<file path="config.mk">
export PLATFORM = sky130hd
export DESIGN_NAME = secuenciador_pila_flat
export DESIGN_NICKNAME = d
export VERILOG_FILES = /design/src/rtl/secuenciador_pila_if.sv /design/src/rtl/secuenciador_pila.sv /design/src/flat_wrapper.sv
export SDC_FILE = /design/constraint.sdc
export NUM_CORES = 1
export LEC_CHECK = 0
export CORE_AREA = 10 10 96 77
export CTS_CLUSTER_SIZE = 40
export DETAILED_ROUTE_END_ITERATION = 8
export DIE_AREA = 0 0 106 87
export PLACE_DENSITY = 0.87
export SLEW_MARGIN = 40
export SYNTH_ARGS = -nofsm -noshare
export SYNTH_HDL_FRONTEND = slang
export SYNTH_SLANG_ARGS = --single-unit
</file>
<file path="constraint.sdc">
create_clock -name clk -period 2.2 [get_ports clk]
set_input_delay 0.44 -clock clk [delete_from_list [all_inputs] [get_ports clk]]
set_output_delay 0.44 -clock clk [all_outputs]
set_load 0.02 [all_outputs]
</file>
<file path="src/rtl/secuenciador_pila_if.sv">
// Bus between the control unit / program memory and the sequencer.
//   master : control side, drives the sequencing request (enable, op,
//            target, zero, resume) and observes pc and status.
//   slave  : sequencer side, consumes the request and drives pc, sp
//            and the status decodes.
// SP_W is derived from STACK_DEPTH and must not be overridden.
interface secuenciador_pila_if #(
    parameter int PC_W        = 10,
    parameter int STACK_DEPTH = 4
);
    localparam int SP_W = $clog2(STACK_DEPTH + 1);

    logic            enable;
    logic [2:0]      op;
    logic [PC_W-1:0] target;
    logic            zero;
    logic            resume;

    logic [PC_W-1:0] pc;
    logic [SP_W-1:0] sp;
    logic            stack_full;
    logic            stack_empty;
    logic            halted;
    logic            error;

    modport master (
        output enable, op, target, zero, resume,
        input  pc, sp, stack_full, stack_empty, halted, error
    );

    modport slave (
        input  enable, op, target, zero, resume,
        output pc, sp, stack_full, stack_empty, halted, error
    );
endinterface

</file>
<file path="src/rtl/secuenciador_pila.sv">
// Program-counter sequencer with a return-address stack.
// Ports:
//   clk    : clock, all state updates on the rising edge
//   reset  : asynchronous active-low reset (0 = in reset)
//   bus    : slave side of secuenciador_pila_if
//            in : enable, op, target, zero, resume
//            out: pc, sp, stack_full, stack_empty, halted, error
//
// state    | meaning
// ---------+-----------------------------------------------------
// ST_RUN   | executing one sequencing op per enabled cycle
// ST_HALT  | pc/sp frozen, waits for resume with enable
// ST_ERROR | stack overflow/underflow seen, frozen until reset
module secuenciador_pila #(
    parameter int PC_W        = 10,
    parameter int STACK_DEPTH = 4
) (
    input  logic                clk,
    input  logic                reset,
    secuenciador_pila_if.slave  bus
);
    localparam int SP_W = $clog2(STACK_DEPTH + 1);

    localparam logic [2:0] OP_JMP  = 3'b001;
    localparam logic [2:0] OP_JZ   = 3'b010;
    localparam logic [2:0] OP_JNZ  = 3'b011;
    localparam logic [2:0] OP_CALL = 3'b100;
    localparam logic [2:0] OP_RET  = 3'b101;
    localparam logic [2:0] OP_HALT = 3'b110;

    typedef enum logic [1:0] {
        ST_RUN   = 2'd0,
        ST_HALT  = 2'd1,
        ST_ERROR = 2'd2
    } state_t;

    state_t          state, state_nxt;
    logic [PC_W-1:0] pc_q, pc_nxt, pc_inc, top_val;
    logic [SP_W-1:0] sp_q, sp_nxt;
    logic            push;
    logic            is_full, is_empty;
    logic [PC_W-1:0] stack_mem [STACK_DEPTH];

    assign pc_inc   = pc_q + PC_W'(1);
    assign is_full  = (sp_q == SP_W'(STACK_DEPTH));
    assign is_empty = (sp_q == '0);

    // Entry at sp-1 is the return address; scanning avoids an index whose
    // width differs from the array depth.
    always_comb begin
        top_val = '0;
        for (int i = 0; i < STACK_DEPTH; i++) begin
            if (sp_q == SP_W'(i + 1)) begin
                top_val = stack_mem[i];
            end
        end
    end

    // State register
    always_ff @(posedge clk or negedge reset) begin
        if (!reset) begin
            state <= ST_RUN;
        end else begin
            state <= state_nxt;
        end
    end

    // Next-state and datapath next values
    always_comb begin
        state_nxt = state;
        pc_nxt    = pc_q;
        sp_nxt    = sp_q;
        push      = 1'b0;
        case (state)
            ST_RUN: begin
                if (bus.enable) begin
                    case (bus.op)
                        OP_JMP:  pc_nxt = bus.target;
                        OP_JZ:   pc_nxt = bus.zero ? bus.target : pc_inc;
                        OP_JNZ:  pc_nxt = bus.zero ? pc_inc : bus.target;
                        OP_CALL: begin
                            if (is_full) begin
                                state_nxt = ST_ERROR;
                            end else begin
                                push   = 1'b1;
                                sp_nxt = sp_q + SP_W'(1);
                                pc_nxt = bus.target;
                            end
                        end
                        OP_RET: begin
                            if (is_empty) begin
                                state_nxt = ST_ERROR;
                            end else begin
                                pc_nxt = top_val;
                                sp_nxt = sp_q - SP_W'(1);
                            end
                        end
                        OP_HALT: state_nxt = ST_HALT;
                        default: pc_nxt = pc_inc;
                    endcase
                end
            end
            ST_HALT: begin
                if (bus.enable && bus.resume) begin
                    state_nxt = ST_RUN;
                    pc_nxt    = pc_inc;
                end
            end
            default: begin
                state_nxt = ST_ERROR;
            end
        endcase
    end

    // Datapath registers; the stack is cleared so no stale return address
    // survives a reset.
    always_ff @(posedge clk or negedge reset) begin
        if (!reset) begin
            pc_q <= '0;
            sp_q <= '0;
            for (int i = 0; i < STACK_DEPTH; i++) begin
                stack_mem[i] <= '0;
            end
        end else begin
            pc_q <= pc_nxt;
            sp_q <= sp_nxt;
            for (int i = 0; i < STACK_DEPTH; i++) begin
                if (push && (sp_q == SP_W'(i))) begin
                    stack_mem[i] <= pc_inc;
                end
            end
        end
    end

    // Outputs: decodes of registered state only
    always_comb begin
        bus.pc          = pc_q;
        bus.sp          = sp_q;
        bus.stack_full  = is_full;
        bus.stack_empty = is_empty;
        bus.halted      = (state == ST_HALT);
        bus.error       = (state == ST_ERROR);
    end
endmodule

</file>
<file path="src/flat_wrapper.sv">
// flat-port wrapper written by rule: the top's interface ports become plain ports
module secuenciador_pila_flat 
#(
    parameter int PC_W        = 10,
    parameter int STACK_DEPTH = 4
)
  (clk, reset, bus_enable, bus_op, bus_target, bus_zero, bus_resume, bus_pc, bus_sp, bus_stack_full, bus_stack_empty, bus_halted, bus_error);
  secuenciador_pila_if #(.PC_W(PC_W), .STACK_DEPTH(STACK_DEPTH)) bus_i ();
  input  logic clk;
  input  logic reset;
  input wire logic [$bits(bus_i.enable)-1:0] bus_enable;
  input wire logic [$bits(bus_i.op)-1:0] bus_op;
  input wire logic [$bits(bus_i.target)-1:0] bus_target;
  input wire logic [$bits(bus_i.zero)-1:0] bus_zero;
  input wire logic [$bits(bus_i.resume)-1:0] bus_resume;
  output wire logic [$bits(bus_i.pc)-1:0] bus_pc;
  output wire logic [$bits(bus_i.sp)-1:0] bus_sp;
  output wire logic [$bits(bus_i.stack_full)-1:0] bus_stack_full;
  output wire logic [$bits(bus_i.stack_empty)-1:0] bus_stack_empty;
  output wire logic [$bits(bus_i.halted)-1:0] bus_halted;
  output wire logic [$bits(bus_i.error)-1:0] bus_error;
  assign bus_i.enable = bus_enable;
  assign bus_i.op = bus_op;
  assign bus_i.target = bus_target;
  assign bus_i.zero = bus_zero;
  assign bus_i.resume = bus_resume;
  assign bus_pc = bus_i.pc;
  assign bus_sp = bus_i.sp;
  assign bus_stack_full = bus_i.stack_full;
  assign bus_stack_empty = bus_i.stack_empty;
  assign bus_halted = bus_i.halted;
  assign bus_error = bus_i.error;
  secuenciador_pila #(.PC_W(PC_W), .STACK_DEPTH(STACK_DEPTH)) u_core (.clk(clk), .reset(reset), .bus(bus_i));
endmodule
</file>
==> metrics.txt <==
area of the placeable core 5590 um^2; peak supply drop 0.701 mV; setup clock skew after layout 0.00995 ns; sequential cell area fraction in the yosys report 46.1%; via count of the first global-routing pass 2621; die height 87 um; count of final max-slew check failures 0; worst flop-to-flop path endpoint u_core.bus.pc[1]; post-route core utilization 68.9%; most heavily used metal layer in global routing met2; DP Wirelength 6000 um; detailed-route via count 2739; Worst slew margin 61.4%; number of primary I/O pins 35; number of antenna violations at the first check in global routing 0; number of buffers inserted during clock tree synthesis 5; final critical-path setup slack 0.0710 ns; number of non-filler instances in the completed layout 455; Setup Crit Path Kind reg -> out; critical path peak fanout 5; mapped cell area 2990 um^2; startpoint type of the worst setup path register; Warnings, synthesis 0; largest area contributor in the netlist sky130_fd_sc_hd__dfrtp_1; antenna violation net count after detailed routing 0; post-cts hold buffer count 0; Avg Vias per Cell 6.02; count of mapped cells out of synthesis 322; area share of the largest cell type after synthesis 46.1%; routing usage on met2 28.7%; class of the worst hold path in -> async; router iterations before antenna repair 5; die outline area 9220 um^2; element type at the critical path end primary output; clock latency at the later pin of the worst-skew pair 0.32 ns; final weighted congestion in routability-driven placement 0.849; Worst Reg2Reg Path Length in Cells 9; pin count of the biggest net entering global routing 56; CTS tree built; cell chain of the critical path nand2b_1 > inv_2 > clkdlybuf4s50_1; number of remaining DRC errors 0; clock net sink count 55; proportion of synthesized flip-flops having asynchronous set or reset 100%; antenna fix cells 0; number of flops mapped to enable cells by yosys 0; Tightest Pin Transition 0.577 ns; met3 demand-to-capacity share in global routing 2.96%; placed cell count 444; result of the run complete, no violations; Initial Utilization 53.4%; floorplan row count 24; PortBufs 34; total global-route track usage 17.9%; max-capacitance violation count 0; buffer depth of the longest clock path 2; # nets final 401; CP max stage delay 0.61 ns; relative area change from synthesis to final layout 28.8%; post-synth cell types 45; leakage 1.65 nW; source of the worst register-to-register timing path u_core.bus.sp[1]; standard cell with the maximum stage delay on the critical path sky130_fd_sc_hd__clkdlybuf4s50_1; clock root buffer sky130_fd_sc_hd__clkbuf_8; overall power of the completed layout 4.84 mW; floorplan die width 106 um; sum of overflow across all layers after global routing 0; most instantiated cells after synthesis sky130_fd_sc_hd__dfrtp_1 (55), sky130_fd_sc_hd__nand2_1 (55), sky130_fd_sc_hd__o21ai_0 (49); power density relative to cell area 1260 nW/um^2; period utilisation layout 96.8%; hold violation count in the final report 0; Post-Route WL 8450 um; r2r setup slk 0.10 ns; nets in the synthesized netlist 347; register clock-pin slew on the reported worst setup and hold paths 0.11 ns; final-report setup violation count 0; final period demand of the worst path 2.13 ns; count of filler cells inserted in the layout 426; Avg Inst Size Synth 9.27 um^2; Data arrival, critical path 1.69 ns; most used flip-flop cell after synthesis sky130_fd_sc_hd__dfrtp_1; Max Fclk 470 MHz; first-pass GRT wire length 13400 um; endpoint required time on the critical path 1.76 ns; H-Tree Level Count 2; Iteration-0 DRC Markers 176; met1 capacity usage during global routing 24.0%; post-DR wirelength/cell 18.6 um; ranking of synthesized cells by area sky130_fd_sc_hd__dfrtp_1 (46%), sky130_fd_sc_hd__o21ai_0 (8.2%), sky130_fd_sc_hd__nand2_1 (6.9%); Placement Setup Slack -0.0196 ns; fraction of final layout cells sized beyond drive strength 1 19.4%; Crit. Startpoint u_core.state[1]; flop and latch count out of synthesis 55
==> per-layer routing <==
layer	wire [um]	vias up
met1	3670	1348
met2	3980	113
met3	665	13
met4	129	0
met5	0	-
li1	-	1265
==> through the flow <==
step           TNS (ns)  cell area, um^2  hold WS [ns]
2_1_floorplan         0             2990         0.144
3_3_place_gp          0             3570         0.453
3_5_place_dp    -0.0359             3570         0.460
4_1_cts         -0.0362             3720         0.110
5_1_grt         -0.0158             3850         0.110
6_report              0             3850        0.0878
==> area by class of cell <==
cell class              count  area (um^2)  area share (%)
clock buffers               6         82.6            2.15
clock inverters             2         38.8            1.01
inverters                  10         37.5           0.976
multi-input cells         241         1620            42.2
flip-flops and latches     55         1380            35.8
well taps                  78         97.6            2.54
repair buffers             63          592            15.4
==> sequential cells by signal (all words and copies together), names as in the netlist <==
signal / count
u_core.stack_mem: 40
u_core.bus.pc: 10
u_core.bus.sp: 3
u_core.state: 2
==> how the worst max path moves through the flow <==
| stage | to | cells past startpoint |
|---|---|---|
| after floorplan | u_core.stack_mem[37] | 8 |
| after global placement | u_core.bus.pc[8] | 6 |
| after detailed placement | u_core.bus.pc[4] | 7 |
| after CTS | u_core.bus.pc[0] | 8 |
| after global routing | u_core.bus.pc[6] | 10 |
| final | bus_halted | 3 |
==> worst max-delay path, delay by kind of cell (launching register included) <==
kind	cells	cell delay (ns)
flip-flops	1	0.46
buffers and inverters	2	0.71
AND/OR/NAND/NOR	1	0.20
==> placed cells by master, fill, tap and decap left out, drive strengths merged, types with 5 or more instances in the layout <==
cell type,count
clkdlybuf4s50,31
dfrtp,55
o21ai,53
xor2,8
buf,30
a31oi,8
inv,11
nor2,14
ha,7
a211oi,5
nand2,56
nand2b,6
nor3,5
clkbuf,8
a21oi,12
a22o,5
nand3,8
nor2b,6
a221oi,11
==> where the power goes <==
| part | internal, mW | total, mW | switching, mW | leakage, nW |
|---|---|---|---|---|
| logic | 1.01 | 2.33 | 1.32 | 0.871 |
| registers | 1.41 | 1.78 | 0.375 | 0.716 |
| clock network | 0.375 | 0.726 | 0.351 | 0.0618 |
==> cells by family (layout without fill, tap and decap cells) <==
| family | count (synthesis) | after routing | share of synthesized area, % |
|---|---|---|---|
| compound gates | 110 | 110 | 23.2 |
| xor+xnor | 11 | 11 | 3.23 |
| fa+ha+maj | 7 | 7 | 2.93 |
| buf+inv | 26 | 81 | 3.98 |
| flops | 55 | 55 | 46.1 |
| mux | 5 | 5 | 1.84 |
| simple gates | 108 | 108 | 18.7 |
==> repair_timing <==
action,CTS,global route
resized for setup,9,24
setup endpoints to repair,6,12
endpoints found under the hold margin,0,0
setup buffers,0,3
pin swaps,2,1
No activity file was read; power rests on OpenSTA's default activity.
